File: src/rtl/spi_counter_bank.sv
// spi_counter_bank
//   Multi-channel SPI-slave counter peripheral. Holds CH_COUNT counters of
//   CNT_W bits. Each can be read, cleared, incremented or loaded over SPI
//   (mode 0, MSB first). A rising edge on its evt input also increments it.
//   All SPI pins are oversampled in the clk domain. Nothing is clocked by sck.
//
//   Frame: command byte {op[1:0], channel[5:0]}, then CNT_W/8 payload bytes.
//   op 00 READ, 01 CLEAR, 10 INC, 11 LOAD.
//
// Ports
//   clk   system clock, at least 4x sck
//   rst   asynchronous active-high reset
//   ss    slave select, active low
//   sck   SPI clock (CPOL=0, CPHA=0)
//   mosi  serial data in
//   miso  serial data out, 0 whenever read data is not being shifted
//   evt   per-channel hardware increment requests (asynchronous)
module spi_counter_bank #(
    parameter int CH_COUNT    = 4,
    parameter int CNT_W       = 16,
    parameter bit SATURATE    = 1'b0,
    parameter int SYNC_STAGES = 2
) (
    input  logic                clk,
    input  logic                rst,
    input  logic                ss,
    input  logic                sck,
    input  logic                mosi,
    output logic                miso,
    input  logic [CH_COUNT-1:0] evt
);

    typedef enum logic [2:0] {
        ST_IDLE = 3'd0,
        ST_CMD  = 3'd1,
        ST_RD   = 3'd2,
        ST_WR   = 3'd3,
        ST_DONE = 3'd4
    } state_t;

    localparam logic [5:0] CMD_LAST  = 6'd7;
    localparam logic [5:0] DATA_LAST = 6'(CNT_W - 1);
    localparam logic [1:0] OP_READ   = 2'b00;
    localparam logic [1:0] OP_CLEAR  = 2'b01;
    localparam logic [1:0] OP_INC    = 2'b10;
    localparam logic [1:0] OP_LOAD   = 2'b11;

    logic [SYNC_STAGES-1:0] ss_sync_r;
    logic [SYNC_STAGES-1:0] sck_sync_r;
    logic [SYNC_STAGES-1:0] mosi_sync_r;
    logic [CH_COUNT-1:0]    evt_sync_r [SYNC_STAGES];
    logic                   ss_d_r;
    logic                   sck_d_r;
    logic [CH_COUNT-1:0]    evt_d_r;

    logic                   ss_s;
    logic                   sck_s;
    logic                   mosi_s;
    logic [CH_COUNT-1:0]    evt_s;
    logic [CH_COUNT-1:0]    evt_pulse_s;
    logic                   ss_fall_s;
    logic                   sck_rise_s;
    logic                   sck_fall_s;

    state_t                 state_r;
    state_t                 state_next_s;
    logic [5:0]             bit_cnt_r;
    logic [5:0]             bit_cnt_next_s;
    logic [CNT_W-1:0]       shift_r;
    logic [CNT_W-1:0]       shift_next_s;
    logic [CNT_W-1:0]       shifted_s;
    logic [CNT_W-1:0]       tx_r;
    logic [CNT_W-1:0]       tx_next_s;
    logic [5:0]             ch_r;
    logic [5:0]             ch_next_s;
    logic                   clr_r;
    logic                   clr_next_s;
    logic                   inc_r;
    logic                   inc_next_s;
    logic                   ld_r;
    logic                   ld_next_s;
    logic                   miso_r;
    logic                   miso_next_s;
    logic [CNT_W-1:0]       snap_s;

    logic [CH_COUNT-1:0][CNT_W-1:0] cnt_r;
    logic [CH_COUNT-1:0][CNT_W-1:0] cnt_next_s;
    logic [CH_COUNT-1:0][CNT_W:0]   sum_s;

    // Input synchronisers plus one-deep history for edge detection.
    // Chains reset to 0 so that ss held low across reset is not seen as a
    // falling edge: a new frame needs ss to go high and then low again.
    always_ff @(posedge clk or posedge rst) begin
        if (rst) begin
            ss_sync_r   <= '0;
            sck_sync_r  <= '0;
            mosi_sync_r <= '0;
            for (int s = 0; s < SYNC_STAGES; s++) begin
                evt_sync_r[s] <= '0;
            end
            ss_d_r      <= 1'b0;
            sck_d_r     <= 1'b0;
            evt_d_r     <= '0;
        end else begin
            ss_sync_r   <= {ss_sync_r[SYNC_STAGES-2:0], ss};
            sck_sync_r  <= {sck_sync_r[SYNC_STAGES-2:0], sck};
            mosi_sync_r <= {mosi_sync_r[SYNC_STAGES-2:0], mosi};
            evt_sync_r[0] <= evt;
            for (int s = 1; s < SYNC_STAGES; s++) begin
                evt_sync_r[s] <= evt_sync_r[s-1];
            end
            ss_d_r      <= ss_s;
            sck_d_r     <= sck_s;
            evt_d_r     <= evt_s;
        end
    end

    assign ss_s        = ss_sync_r[SYNC_STAGES-1];
    assign sck_s       = sck_sync_r[SYNC_STAGES-1];
    assign mosi_s      = mosi_sync_r[SYNC_STAGES-1];
    assign evt_s       = evt_sync_r[SYNC_STAGES-1];
    assign ss_fall_s   = ss_d_r & ~ss_s;
    assign sck_rise_s  = sck_s & ~sck_d_r;
    assign sck_fall_s  = sck_d_r & ~sck_s;
    assign evt_pulse_s = evt_s & ~evt_d_r;
    assign shifted_s   = {shift_r[CNT_W-2:0], mosi_s};
    assign miso        = miso_r;

    // Snapshot source for READ: value of the channel named by the command
    // byte being completed; invalid channels read as zero.
    always_comb begin
        snap_s = '0;
        for (int i = 0; i < CH_COUNT; i++) begin
            if (shifted_s[5:0] == 6'(i)) begin
                snap_s = cnt_r[i];
            end else begin
                snap_s = snap_s;
            end
        end
    end

    // Frame FSM: next state, bit counting, shift registers and action strobes.
    always_comb begin
        state_next_s   = state_r;
        bit_cnt_next_s = bit_cnt_r;
        shift_next_s   = shift_r;
        tx_next_s      = tx_r;
        ch_next_s      = ch_r;
        clr_next_s     = 1'b0;
        inc_next_s     = 1'b0;
        ld_next_s      = 1'b0;
        if (ss_s) begin
            state_next_s   = ST_IDLE;
            bit_cnt_next_s = 6'd0;
        end else begin
            case (state_r)
                ST_IDLE: begin
                    if (ss_fall_s) begin
                        state_next_s   = ST_CMD;
                        bit_cnt_next_s = 6'd0;
                    end else begin
                        state_next_s = ST_IDLE;
                    end
                end
                ST_CMD: begin
                    if (sck_rise_s) begin
                        shift_next_s = shifted_s;
                        if (bit_cnt_r == CMD_LAST) begin
                            bit_cnt_next_s = 6'd0;
                            ch_next_s      = shifted_s[5:0];
                            case (shifted_s[7:6])
                                OP_READ: begin
                                    state_next_s = ST_RD;
                                    tx_next_s    = snap_s;
                                end
                                OP_CLEAR: begin
                                    state_next_s = ST_DONE;
                                    clr_next_s   = 1'b1;
                                end
                                OP_INC: begin
                                    state_next_s = ST_DONE;
                                    inc_next_s   = 1'b1;
                                end
                                OP_LOAD: begin
                                    state_next_s = ST_WR;
                                end
                                default: begin
                                    state_next_s = ST_DONE;
                                end
                            endcase
                        end else begin
                            bit_cnt_next_s = bit_cnt_r + 6'd1;
                        end
                    end else begin
                        state_next_s = ST_CMD;
                    end
                end
                ST_RD: begin
                    if (sck_rise_s) begin
                        if (bit_cnt_r == DATA_LAST) begin
                            state_next_s   = ST_DONE;
                            bit_cnt_next_s = 6'd0;
                        end else begin
                            bit_cnt_next_s = bit_cnt_r + 6'd1;
                        end
                    end else if (sck_fall_s && (bit_cnt_r != 6'd0)) begin
                        // The falling edge that closes the command byte must
                        // not shift: the MSB is still waiting to be sampled.
                        tx_next_s = {tx_r[CNT_W-2:0], 1'b0};
                    end else begin
                        state_next_s = ST_RD;
                    end
                end
                ST_WR: begin
                    if (sck_rise_s) begin
                        shift_next_s = shifted_s;
                        if (bit_cnt_r == DATA_LAST) begin
                            state_next_s   = ST_DONE;
                            bit_cnt_next_s = 6'd0;
                            ld_next_s      = 1'b1;
                        end else begin
                            bit_cnt_next_s = bit_cnt_r + 6'd1;
                        end
                    end else begin
                        state_next_s = ST_WR;
                    end
                end
                ST_DONE: begin
                    state_next_s = ST_DONE;
                end
                default: begin
                    state_next_s = ST_IDLE;
                end
            endcase
        end
        // miso is registered from the next-cycle shift data so the MSB
        // appears one clk after the READ decode.
        if (state_next_s == ST_RD) begin
            miso_next_s = tx_next_s[CNT_W-1];
        end else begin
            miso_next_s = 1'b0;
        end
    end

    // Frame FSM and datapath registers.
    always_ff @(posedge clk or posedge rst) begin
        if (rst) begin
            state_r   <= ST_IDLE;
            bit_cnt_r <= 6'd0;
            shift_r   <= '0;
            tx_r      <= '0;
            ch_r      <= 6'd0;
            clr_r     <= 1'b0;
            inc_r     <= 1'b0;
            ld_r      <= 1'b0;
            miso_r    <= 1'b0;
        end else begin
            state_r   <= state_next_s;
            bit_cnt_r <= bit_cnt_next_s;
            shift_r   <= shift_next_s;
            tx_r      <= tx_next_s;
            ch_r      <= ch_next_s;
            clr_r     <= clr_next_s;
            inc_r     <= inc_next_s;
            ld_r      <= ld_next_s;
            miso_r    <= miso_next_s;
        end
    end

    // Counter next values: CLEAR/LOAD win over increments (evt dropped);
    // SPI INC and evt in the same clk add 2. Sum carries one extra bit so
    // saturation can detect overflow.
    always_comb begin
        cnt_next_s = cnt_r;
        sum_s      = '0;
        for (int i = 0; i < CH_COUNT; i++) begin
            sum_s[i] = {1'b0, cnt_r[i]}
                     + {{CNT_W{1'b0}}, (inc_r && (ch_r == 6'(i)))}
                     + {{CNT_W{1'b0}}, evt_pulse_s[i]};
            if (clr_r && (ch_r == 6'(i))) begin
                cnt_next_s[i] = '0;
            end else if (ld_r && (ch_r == 6'(i))) begin
                cnt_next_s[i] = shift_r;
            end else if (SATURATE && sum_s[i][CNT_W]) begin
                cnt_next_s[i] = {CNT_W{1'b1}};
            end else begin
                cnt_next_s[i] = sum_s[i][CNT_W-1:0];
            end
        end
    end

    // Counter bank registers.
    always_ff @(posedge clk or posedge rst) begin
        if (rst) begin
            cnt_r <= '0;
        end else begin
            cnt_r <= cnt_next_s;
        end
    end

endmodule

File: config.mk
export PLATFORM = sky130hd
export DESIGN_NAME = spi_counter_bank
export DESIGN_NICKNAME = d
export VERILOG_FILES = /design/src/rtl/spi_counter_bank.sv
export SDC_FILE = /design/constraint.sdc
export NUM_CORES = 1
export LEC_CHECK = 0
export CORE_AREA = 2 2 124 126
export DETAILED_ROUTE_END_ITERATION = 8
export DIE_AREA = 0 0 126 128
export PLACE_DENSITY = 0.63
export SETUP_SLACK_MARGIN = 0.4
export SLEW_MARGIN = 20
export SYNTH_ARGS = -nofsm -noshare
export SYNTH_HDL_FRONTEND = slang
export SYNTH_SLANG_ARGS = --single-unit
export TNS_END_PERCENT = 50
File: constraint.sdc
create_clock -name clk -period 4.9 [get_ports clk]
set_input_delay 0.49 -clock clk [delete_from_list [all_inputs] [get_ports clk]]
set_output_delay 0.49 -clock clk [all_outputs]
set_load 0.01 [all_outputs]
==> results of run 1 <==
[worst max path at each step]
stage	startpoint	endpoint	slack, ps	depth (start not counted)
finish	ch_r[3]	cnt_r[61]	1710	9
global route	ch_r[3]	cnt_r[61]	1440	9
CTS	ch_r[3]	cnt_r[61]	1700	9
detailed placement	ch_r[3]	cnt_r[61]	1770	9
global placement	ch_r[3]	cnt_r[61]	1850	9
floorplan	rst	bit_cnt_r[0]	800	1
[sequential cells by signal, summed over array words and instances, names as in the netlist]
register	count
cnt_r	64
shift_r	16
tx_r	16
bit_cnt_r	6
ch_r	6
evt_d_r	4
evt_s	4
evt_sync_r	4
state_r	3
mosi_sync_r	2
sck_sync_r	2
ss_sync_r	2
clr_r	1
inc_r	1
ld_r	1
miso	1
sck_d_r	1
ss_d_r	1
[power by group]
group | total, uW | switching, uW | internal, uW
clock | 1400 | 490 | 913
sequential | 1360 | 137 | 1220
combinational | 400 | 191 | 209
total | 3160 | 818 | 2340
[layer usage]
layer | part of all wire, % | GRT usage [%] | vias to the layer above
met1 | 47 | 30.8 | 2596
li1 | - | - | 2394
met5 | 0 | 0 | -
met2 | 46 | 33.9 | 122
met4 | 2.0 | 7.63 | 0
met3 | 5.4 | 5.93 | 27
[area by class of cell]
cell class	instances	area (um^2)	area share, %
Clock inverter	13	203	2.52
Inverter	22	87.6	1.09
Sequential cell	135	3380	42.0
Timing Repair Buffer	12	113	1.40
Multi-Input combinational cell	481	3580	44.5
Clock buffer	19	443	5.51
Tap cell	188	235	2.93
[through the flow]
step	setup WS, ps	util, %	hold WS, ps	instances
global placement	1850	49.7	333	838
CTS	1700	54.1	351	870
finish	1710	54.1	348	870
detailed placement	1770	49.7	338	838
floorplan	799	-	331	674
global route	1440	54.1	355	870
[cell usage in the layout (no fill, tap or decap), types with 15 or more instances in the layout]
master	n
and3_1	15
mux2_2	19
clkbuf_16	17
inv_1	21
nor2_1	73
nand3_1	27
dfrtp_1	135
a211oi_1	24
xor2_1	24
a21oi_1	17
o21ai_0	20
nand2_1	49
a211oi_2	31
xnor2_1	32
[cell families after synthesis]
kind of cell	Yosys count
simple gates	241
mux	39
buf+inv	58
flops	135
xor+xnor	56
fa+ha+maj	14
compound gates	131
[worst register-to-register path: stages (launching register included)]
cell and delay (ps):
dfrtp_1 370, or4_4 600, nor2_2 160, nand3_1 110, fa_1 400, nand3b_1 220
nor3_1 590, nand4_1 230, xor2_1 200, a211oi_2 210
==> results.toml, run 1 <==
[grt]
grt_usage_pct = 22.1
overflow = 0
grt_pass1_wl_um = 27600
grt_max_degree = 107
grt_pass1_vias = 5152
antenna_found_initial = 0

[synthesis]
syn_area_um2 = 7310
muxShareOfSynthArea_pct = 7.79
ys_ff_latch = 135
synthAdderAreaFrac_pct = 2.81
synthTopCellsByCount = "dfrtp_1, nor2_1, nand2_1"
synth_xor_area_share_pct = 6.71
syn-num-nets = 697
synth.distinct_cells = 64
ys_seq_area_share_pct = 46.2
synth_top_area_share_pct = 46.2
synth_area_leaders = "dfrtp_1, a211oi_2, xnor2_1"
synth_edf_count = 0
yosysTopAreaCell = "dfrtp_1"
syn_inst = 674
ys.warnings.count = 0
syn_avg_cell_area_um2 = 10.8
yosys.area_share.simple_pct = 17.4
yosys_most_used_dff = "dfrtp_1"
yosysMostFrequentCell = "dfrtp_1"
synth_top_family_by_area = "simple AND/OR/NAND/NOR gates"
synth-compound-area-share_pct = 14.2
async_flop_share_pct = 100

[clocking]
post_cts_resized = 0
path_clk_slew_ps = 60
cts-root-buf = "clkbuf_16"
clock_path_buffers = 2
numCtsBuffers = 17
cts.sinks = 135
post-cts-setup-buffer-count = 0
insertion_delay_ps = 430
hold_buffers = 0
cts_tree = "done"
cts_max_level = 4

[power]
peakVddDrop_mv = 0.264
cellPowerDensity_nw_per_um2 = 393
finalPower_uw = 3160
leakage_uw = 0.00348

[floorplan]
start_util_pct = 49.2
die_area_um2 = 16100
die_h_um = 128
placement_rows = 45
die_x_um = 126
coreArea_um2 = 14900
io_pins = 10

[timing]
rsz0062_at_grt = "false"
finalSetupTns_ps = 0
hold_viol_final = 0
worst_pin_slew_ps = 1050
timing.slew.headroom_pct = 29.9
period_minus_slack_ps = 3190
slew_viol_final = 0
fin_crit_sh_pct = 65.0
setup_viol = 0
finClkSkew_ps = 8.17
max_freq_ghz = 0.314

[detailed_routing]
dr.pass1.iters = 5
wirelength_um = 16900
vias = 5139
drt_iter0_drc = 345
wire_per_inst_um = 19.4
vias_per_cell = 5.91
drc = 0
antenna_left = 0

[hold_path]
hp-class = "flip-flop to flip-flop"
hold_depth = 0
hold_path_end = "sck_sync_r[1]"
hp-start = "sck_sync_r[0]"

[critical_path]
worstSetupEndpointType = "flip-flop"
start_kind = "flip-flop"
path_max_fanout = 5
r2r_cells = 9
r2r-start = "ch_r[3]"
cp.arrival_ps = 3520
path_delay_family = "simple AND/OR/NAND/NOR gates"
slowest_stage = "or4_4"
worst_path_largest_cell_delay_ps = 600
crit_type = "flip-flop to flip-flop"
cp_num_buf_inv = 0
r2r-end = "cnt_r[61]"
r2r_slack_ps = 1710
crit_chain = "or4_4 -> nor2_2 -> nand3_1 -> fa_1 -> nand3b_1 -> nor3_1 -> nand4_1 -> xor2_1 -> a211oi_2"
worstPathRequired_ps = 5230

[place]
dp_hpwl_um = 11500
routabilityCongestion = 0.837
placed_area_um2 = 7390
port_buffers = 9

[run]
maxCapViolCount = 0

[final_layout]
postLayoutCellArea_um2 = 8040
layout-drive-gt1-share_pct = 17.6
finalNetCount = 692
n_antenna_cell = 0
n_fill_cell = 1279
area_delta_synth_final_pct = 9.96

[outcome]
status = "complete, no violations"
Note: power is estimated with default switching activity, not from simulation.
==> run 2: changes to the inputs <==
==> constraint.sdc (replaced) <==
create_clock -name clk -period 2.99 [get_ports clk]
set_input_delay 0.299 -clock clk [delete_from_list [all_inputs] [get_ports clk]]
set_output_delay 0.299 -clock clk [all_outputs]
set_load 0.01 [all_outputs]
==> run 2 against run 1 <==
Hold slack worse by 43 ps. Final cell count up 4.1%. Critical endpoint is now cnt_r[12]. Routed wire length up 5.4%. Sequential power up 65%.
==> results.toml, run 2 (synthesis gave the netlist of run 1 again) <==
[floorplan]
placement_rows = 45
die_area_um2 = 16100
die_h_um = 128
coreArea_um2 = 14900
io_pins = 10
start_util_pct = 49.2
die_x_um = 126

[timing]
timing.slew.headroom_pct = 47.8
fin_crit_sh_pct = 95.4
rsz0062_at_grt = "true"
finalSetupTns_ps = 0
worst_pin_slew_ps = 782
finClkSkew_ps = 7.41
max_freq_ghz = 0.350
setup_viol = 0
hold_viol_final = 0
slew_viol_final = 0
period_minus_slack_ps = 2850

[detailed_routing]
drc = 0
vias_per_cell = 5.91
antenna_left = 0
dr.pass1.iters = 5
vias = 5350
wire_per_inst_um = 19.6
wirelength_um = 17800
drt_iter0_drc = 410

[critical_path]
worstSetupEndpointType = "flip-flop"
worstPathRequired_ps = 3330
path_max_fanout = 4
cp.arrival_ps = 3190
cp_num_buf_inv = 1
path_delay_family = "simple AND/OR/NAND/NOR gates"
start_kind = "flip-flop"
path_depth = 11
worst_path_largest_cell_delay_ps = 620
crit_type = "flip-flop to flip-flop"
r2r_cells = 11
slowest_stage = "or4_4"
crit_chain = "or4_4 -> nor3_4 -> nand2_1 -> fa_2 -> inv_2 -> ha_4 -> and3_4 -> nand4_1 -> nor3_2 -> xnor2_1 -> a211oi_2"

[clocking]
cts_max_level = 4
clock_path_buffers = 2
numCtsBuffers = 17
insertion_delay_ps = 430
cts.sinks = 135
cts_tree = "done"
path_clk_slew_ps = 60
cts-root-buf = "clkbuf_16"

[final_layout]
layout-drive-gt1-share_pct = 28.3
final_util_pct = 57.5
most-common-layout-cells = "dfrtp_1, nor2_1, nand2_1, a211oi_2, buf_4"
regMostFlops = "cnt_r"
n_antenna_cell = 0
finalNetCount = 730
n_fill_cell = 1236
area_delta_synth_final_pct = 17.0
reg_top3 = "cnt_r x64, shift_r x16, tx_r x16"
final_common_cell = "dfrtp_1"
seq_area_um2 = 3380
multi_input_area_um2 = 3850
largest_reg_flops = 64

[outcome]
status = "complete, no violations"

[grt]
grt_pass1_vias = 5331
antenna_found_initial = 0
grt_max_degree = 53
grt_pass1_wl_um = 28600
grt_usage_pct = 23.1
overflow = 0

[run]
maxCapViolCount = 0

[hold_path]
hp-class = "input port to flip-flop"
hold_depth = 1

[power]
leakage_uw = 0.00368
cellPowerDensity_nw_per_um2 = 586
peakVddDrop_mv = 0.463
finalPower_uw = 5020

[place]
routabilityCongestion = 0.928
dp_hpwl_um = 11800
port_buffers = 9
-- run 2: final timing paths --
check	start	end	slack, ps
max in group asynchronous	rst	cnt_r[49]	1910
min in group asynchronous	rst	tx_r[11]	360
hold reg to reg	evt_sync_r[6]	evt_s[2]	350
setup / recovery	ch_r[3]	cnt_r[12]	140
setup reg to reg	ch_r[3]	cnt_r[12]	140
hold / removal	evt[0]	evt_sync_r[4]	310
-- run 2: through the flow --
step	worst slack [ps]	cell area [um^2]	hold WS [ps]	instances
finish	137	8550	306	906
global route	1.54	8550	299	906
CTS	148	8370	291	898
detailed placement	23.2	7530	336	853
global placement	89.7	7530	332	853
floorplan	194	7320	330	674
-- run 2: area by class of cell --
| class | instances | area share (%) |
|---|---|---|
| multi-input cells | 481 | 45.0 |
| flip-flops and latches | 135 | 39.5 |
| clock buffers | 23 | 5.82 |
| repair buffers | 50 | 5.12 |
| well taps | 188 | 2.75 |
| inverters | 22 | 1.01 |
| clock inverters | 7 | 0.819 |
-- run 2: worst reg2reg max path, delay by kind of cell, from the launching register on --
family                   cells  cell delay (ps)
AO/OA/AOI/OAI                1              220
XOR/XNOR                     1              110
adder cells (fa/ha/maj)      2              480
buffers and inverters        1               70
flip-flops                   1              370
AND/OR/NAND/NOR              6             1510
-- run 2: routing by layer --
metal,wire length [um],GRT usage [%],vias to the layer above
met5,0,0,-
met4,408,9.76,0
met3,766,4.17,31
met2,8480,35.7,135
met1,8110,32.3,2699
li1,-,-,2485
-- run 2: what timing repair did --
| item | in CTS | in global routing |
|---|---|---|
| pin swaps | 19 | 25 |
| setup endpoints to repair | 43 | 50 |
| hold buffers | 0 | 0 |
| buffers inserted | 15 | 8 |
| resized for setup | 35 | 28 |
| gates cloned | 0 | 0 |
-- run 2: report_power, final --
group | internal [uW] | switching (uW)
registers | 2000 | 246
clock network | 1240 | 775
logic | 404 | 354
total | 3640 | 1370
==> run 3: changes to the inputs <==
--- a/config.mk
+++ b/config.mk
@@ -6,6 +6,8 @@
 export NUM_CORES = 1
 export LEC_CHECK = 0
 export CORE_AREA = 2 2 124 126
+export CTS_CLUSTER_DIAMETER = 80
+export CTS_CLUSTER_SIZE = 24
 export DETAILED_ROUTE_END_ITERATION = 8
 export DIE_AREA = 0 0 126 128
 export PLACE_DENSITY = 0.63
==> results of run 3 <==
No change in the layout: final DEF, timing and power equal those of run 2.
